<file path="src/rtl/register_file_32x32.sv">
// ---------------------------------------------------------------------------
// register_file_32x32
//
// Purpose:
//   32-entry general-purpose register file for the 5-stage pipeline. The
//   write address is expanded into a one-hot row enable (gated by WRITE) so
//   that exactly one row loads per clock. Two registered read ports serve the
//   decode stage. Each port has a write-first bypass, so a read of the row
//   being written in the same cycle returns the new data.
//
// Ports:
//   CLK      in   1           rising-edge clock for all state
//   RST      in   1           synchronous active-low reset
//   WRITE    in   1           write request for this cycle
//   ADDR_W   in   ADDR_WIDTH  destination register address
//   DATA_W   in   DATA_WIDTH  write data
//   READ     in   1           read request; loads both output registers
//   ADDR_R1  in   ADDR_WIDTH  read port 1 address
//   ADDR_R2  in   ADDR_WIDTH  read port 2 address
//   DATA_R1  out  DATA_WIDTH  registered read data, port 1
//   DATA_R2  out  DATA_WIDTH  registered read data, port 2
// ---------------------------------------------------------------------------
module register_file_32x32 #(
  parameter int unsigned DATA_WIDTH = 32,
  parameter int unsigned ADDR_WIDTH = 5,
  parameter int unsigned ZERO_REG   = 1
) (
  input  logic                  CLK,
  input  logic                  RST,
  input  logic                  WRITE,
  input  logic [ADDR_WIDTH-1:0] ADDR_W,
  input  logic [DATA_WIDTH-1:0] DATA_W,
  input  logic                  READ,
  input  logic [ADDR_WIDTH-1:0] ADDR_R1,
  input  logic [ADDR_WIDTH-1:0] ADDR_R2,
  output logic [DATA_WIDTH-1:0] DATA_R1,
  output logic [DATA_WIDTH-1:0] DATA_R2
);

  localparam int unsigned Depth = 1 << ADDR_WIDTH;

  logic [DATA_WIDTH-1:0] regFile_q [Depth];
  logic [Depth-1:0]      rowEnable;
  logic                  writeAllowed;
  logic [DATA_WIDTH-1:0] readData1_d;
  logic [DATA_WIDTH-1:0] readData2_d;
  logic [DATA_WIDTH-1:0] readData1_q;
  logic [DATA_WIDTH-1:0] readData2_q;

  // A write is effective only when requested and, with the zero register
  // enabled, not aimed at row 0. Row 0 is then never loaded after reset, so
  // it reads zero without needing any special case on the read side.
  always_comb begin
    writeAllowed = WRITE;
    if ((ZERO_REG != 0) && (ADDR_W == '0)) begin
      writeAllowed = 1'b0;
    end
  end

  // One-hot row enable: the 5-to-32 decode of ADDR_W, forced all-zero when
  // no effective write is taking place.
  always_comb begin
    rowEnable = '0;
    if (writeAllowed) begin
      rowEnable[ADDR_W] = 1'b1;
    end
  end

  // Row storage. Reset clears every row and takes priority over any write
  // pending at the same edge.
  always_ff @(posedge CLK) begin
    if (!RST) begin
      for (int i = 0; i < Depth; i++) begin
        regFile_q[i] <= '0;
      end
    end else begin
      for (int i = 0; i < Depth; i++) begin
        if (rowEnable[i]) begin
          regFile_q[i] <= DATA_W;
        end
      end
    end
  end

  // Read multiplexers with write-first bypass. Using writeAllowed for the
  // compare means a write to row 0 is never forwarded when the zero
  // register is active, so that port still returns zero.
  always_comb begin
    readData1_d = regFile_q[ADDR_R1];
    readData2_d = regFile_q[ADDR_R2];
    if (writeAllowed && (ADDR_R1 == ADDR_W)) begin
      readData1_d = DATA_W;
    end
    if (writeAllowed && (ADDR_R2 == ADDR_W)) begin
      readData2_d = DATA_W;
    end
  end

  // Output registers load only on READ, so they hold their last value while
  // READ is low, even if the row they came from is rewritten meanwhile.
  always_ff @(posedge CLK) begin
    if (!RST) begin
      readData1_q <= '0;
      readData2_q <= '0;
    end else if (READ) begin
      readData1_q <= readData1_d;
      readData2_q <= readData2_d;
    end
  end

  assign DATA_R1 = readData1_q;
  assign DATA_R2 = readData2_q;

endmodule

</file>
<file path="config.mk">
export PLATFORM = sky130hd
export DESIGN_NAME = register_file_32x32
export DESIGN_NICKNAME = d
export VERILOG_FILES = /design/src/rtl/register_file_32x32.sv
export SDC_FILE = /design/constraint.sdc
export NUM_CORES = 2
export LEC_CHECK = 0
export ABC_CLOCK_PERIOD_IN_PS = 4000
export BUFFER_PORTS_ARGS = -buffer_cell sky130_fd_sc_hd__buf_2
export CORE_ASPECT_RATIO = 0.5
export CORE_MARGIN = 3
export CORE_UTILIZATION = 59
export CTS_BUF_LIST = sky130_fd_sc_hd__clkbuf_4 sky130_fd_sc_hd__clkbuf_8
export CTS_CLUSTER_SIZE = 24
export DETAILED_ROUTE_END_ITERATION = 6
export PLACE_DENSITY = 0.79
export SYNTH_ARGS = -nofsm -noshare
export SYNTH_HDL_FRONTEND = slang
export SYNTH_SLANG_ARGS = --single-unit
</file>
<file path="constraint.sdc">
create_clock -name CLK -period 4 [get_ports CLK]
set_input_delay 0.4 -clock CLK [delete_from_list [all_inputs] [get_ports CLK]]
set_output_delay 0.4 -clock CLK [all_outputs]
set_load 0.02 [all_outputs]
</file>
==> impl_metrics.toml <==
[clocking]
cts_buffers = 152
clk_latency_ns = 0.85
cts_tree = "done"
cts.sinks = 1088
root_buffer = "clkbuf_8"
path_clk_slew_ns = 0.07
htree_levels = 4
clockBufferDepth = 3
cts_resized = 0

[yosys]
seq_area_frac_synth = 0.615
synthDistinctLibCells = 48
ys_seq_elements = 1088
synthCells = 3319
ys_warn_count = 0
synth_area_sq_um = 52100
synth.avg_cell_area_sq_um = 15.7

[grt]
grt_pass1_wl_um = 248000
grt_overflow_total = 0
antenna_found_initial = 0
grt_max_degree = 132
grt_pass1_vias = 36200
grt_use_total = 0.379

[floorplan]
chipWidth_um = 426
io_pins = 115
fp.dieH_um = 216
rows = 76
start_util = 0.600
die-area_sq_um = 92000
coreArea_sq_um = 86700

[pwr]
ir_drop_mv = 0.345
p_per_area_nw_per_um2 = 452
leakagePower_nw = 20.0

[sta]
finClkSkew_ns = 0.0444
maxSlewHeadroom = 0.0785
hold_viol_final = 0
hold_ws_ns = 0.103
finalCritPeriodShare = 0.745
setup_viol = 0
tns_ns = 0
worst_slew_pin_slew_ns = 1.38
timing.fmax_ghz = 0.336
period_minus_slack_ns = 2.98
final_max_slew_viol_count = 0
rsz0062_at_grt = "no"

[route]
first_iter_violations = 7158
num_vias = 36400
viasPerCell = 7.56
drc = 2
ant_nets = 0
totalWireLength_um = 173000
routedWlPerCell_um = 35.9
drtPass1Iterations = 7

[placement]
placed_cell_area_sq_um = 54700
place.gp.congestion = 0.912
hpwl_um = 102000
io_buffers = 114

[critical_path]
cp-end-kind = "flop"
r2r_slack_ns = 1.59
startpoint_type = "input pin"
cp_max_fo = 79
critPathKind = "input pin to flop"
crit_arrival_ns = 3.71
required_ns = 4.73

[finish]
area_delta_synth_final_pct = 11.9
layout-drive-gt1-share = 0.297
fin_util = 0.672
num-fill-cells = 5569
fin_area_sq_um = 58200
register_area_sq_um = 32000
nets = 3573
multi_input_area_sq_um = 18900

[status]
failed_checks = "design-rule violations"
status = "complete, but fails checks"

[flow_run]
maxCapViolCount = 0

[hold_path]
hold_path_class = "input pin to flop"
-- cells in the final DEF (no fill, tap or decap), types with 6 or more instances in the layout --
cell type and instances:
a22oi_1 15, xnor2_1 7, o22ai_1 106, clkinv_1 35
nor3_1 26, or3_1 6, clkinv_2 22, conb_1 32
a221oi_1 43, clkbuf_8 173, nor2b_1 12, buf_4 152
buf_12 20, mux2_2 13, mux4_2 472, o21ai_0 32
a22o_1 12, nor2_1 590, buf_2 105, a2111oi_0 12
bufinv_16 7, dfxtp_1 64, edfxtp_1 1024, o221a_2 10
or2_2 6, nand2_2 31, o211ai_1 12, clkinvlp_4 6
mux2i_1 159, o21ai_4 14, clkbuf_4 36, nand2_1 108
o221ai_1 26, dlygate4sd3_1 37, a21oi_1 109, a211oi_1 25
nand3_1 7, inv_1 34
-- area by class of cell --
type,instances,share of cell area
flip-flops and latches,1088,0.550
multi-input cells,1923,0.325
clock buffers,208,0.0453
repair buffers,321,0.0434
well taps,1170,0.0251
clock inverters,72,0.00887
inverters,36,0.00232
diodes,1,0.0000430
-- Yosys cell counts (all sizes together) --
library cell / count / area share
nor4: 2 / 0.00053
xor2: 3 / 0.00050
a222oi: 2 / 0.00038
and3: 2 / 0.00024
a22oi: 15 / 0.0022
a21oi: 109 / 0.010
inv: 36 / 0.0026
mux2: 13 / 0.0028
or3b: 1 / 0.00017
nor2b: 13 / 0.0016
nand3: 7 / 0.00067
nand3b: 4 / 0.00058
or3: 6 / 0.00072
or2: 6 / 0.00072
nor2: 594 / 0.043
o21ai: 46 / 0.0044
o221a: 10 / 0.0022
mux4: 472 / 0.20
edfxtp: 1024 / 0.59
a211oi: 25 / 0.0036
conb: 1 / 0.000072
and2: 4 / 0.00048
o22ai: 106 / 0.013
nand2b: 1 / 0.00012
o311a: 3 / 0.00058
o2111ai: 1 / 0.00017
o31ai: 3 / 0.00043
clkbuf: 196 / 0.014
xnor2: 7 / 0.0012
o221ai: 26 / 0.0044
a22o: 12 / 0.0020
mux2i: 159 / 0.031
a221oi: 43 / 0.0072
dfxtp: 64 / 0.025
a211o: 3 / 0.00050
buf: 107 / 0.011
nor3b: 2 / 0.00029
nor3: 26 / 0.0025
o211ai: 12 / 0.0017
nand2: 139 / 0.010
nand4: 1 / 0.00012
a2111oi: 12 / 0.0020
o41ai: 1 / 0.00053
-- per-stage QoR --
step	setup WS (ns)	power [W]	instances
6_report	1.02	0.0264	4819
2_1_floorplan	0.000731	0.0160	3350
3_5_place_dp	0.638	0.0172	4501
5_1_grt	0.847	0.0270	4818
3_3_place_gp	0.834	0.0171	4501
4_1_cts	1.10	0.0261	4818
-- repair_timing --
| action | in CTS | in global routing |
|---|---|---|
| buffers inserted | 0 | 0 |
| endpoints found under the hold margin | 61 | 0 |
| hold buffers | 37 | 0 |
-- worst max-delay path, cell delays in order --
cell,delay (ns)
buf_8,0.62
or3_1,0.85
o22ai_1,0.28
a211oi_1,0.31
a21oi_1,0.13
a221oi_1,0.34
nor2_1,0.09
dlygate4sd3_1,0.56
-- cells by family (layout without fill, tap and decap cells) --
family,count (synthesis),after routing,share of synthesized area
flops,1088,1088,0.615
simple gates,808,808,0.0616
mux,644,644,0.238
compound gates,429,429,0.0556
buf+inv,339,637,0.0282
xor+xnor,10,10,0.00168
other cells,1,33,0.0000720
-- power by group --
part / total [W] / internal (W) / leakage [nW] / switching (W)
clock: 0.00918 / 0.00474 / 1.65 / 0.00444
combinational: 0.00341 / 0.00143 / 7.98 / 0.00198
sequential: 0.0138 / 0.0133 / 10.4 / 0.000448
-- final timing paths --
kind                          start     endpoint  depth (start not counted)
setup / recovery         ADDR_R1[0]  DATA_R1[30]                          8
hold / removal                 READ  DATA_R1[27]                          3
setup reg to reg  regFile_q[19][30]  DATA_R1[30]                          6
hold reg to reg         DATA_R1[15]  DATA_R1[15]                          2
-- state kept, by name, summed over array words and instances (netlist names) --
name,flops
regFile_q,1024
DATA_R1,32
DATA_R2,32
-- metal layers --
metal,routed length (um),GRT usage,vias to the layer above
li1,-,-,13700
met1,56200,0.516,17900
met2,72100,0.526,4151
met3,35300,0.176,728
met4,8970,0.169,2
met5,166,0.0135,-
No activity file was read; power rests on OpenSTA's default activity.
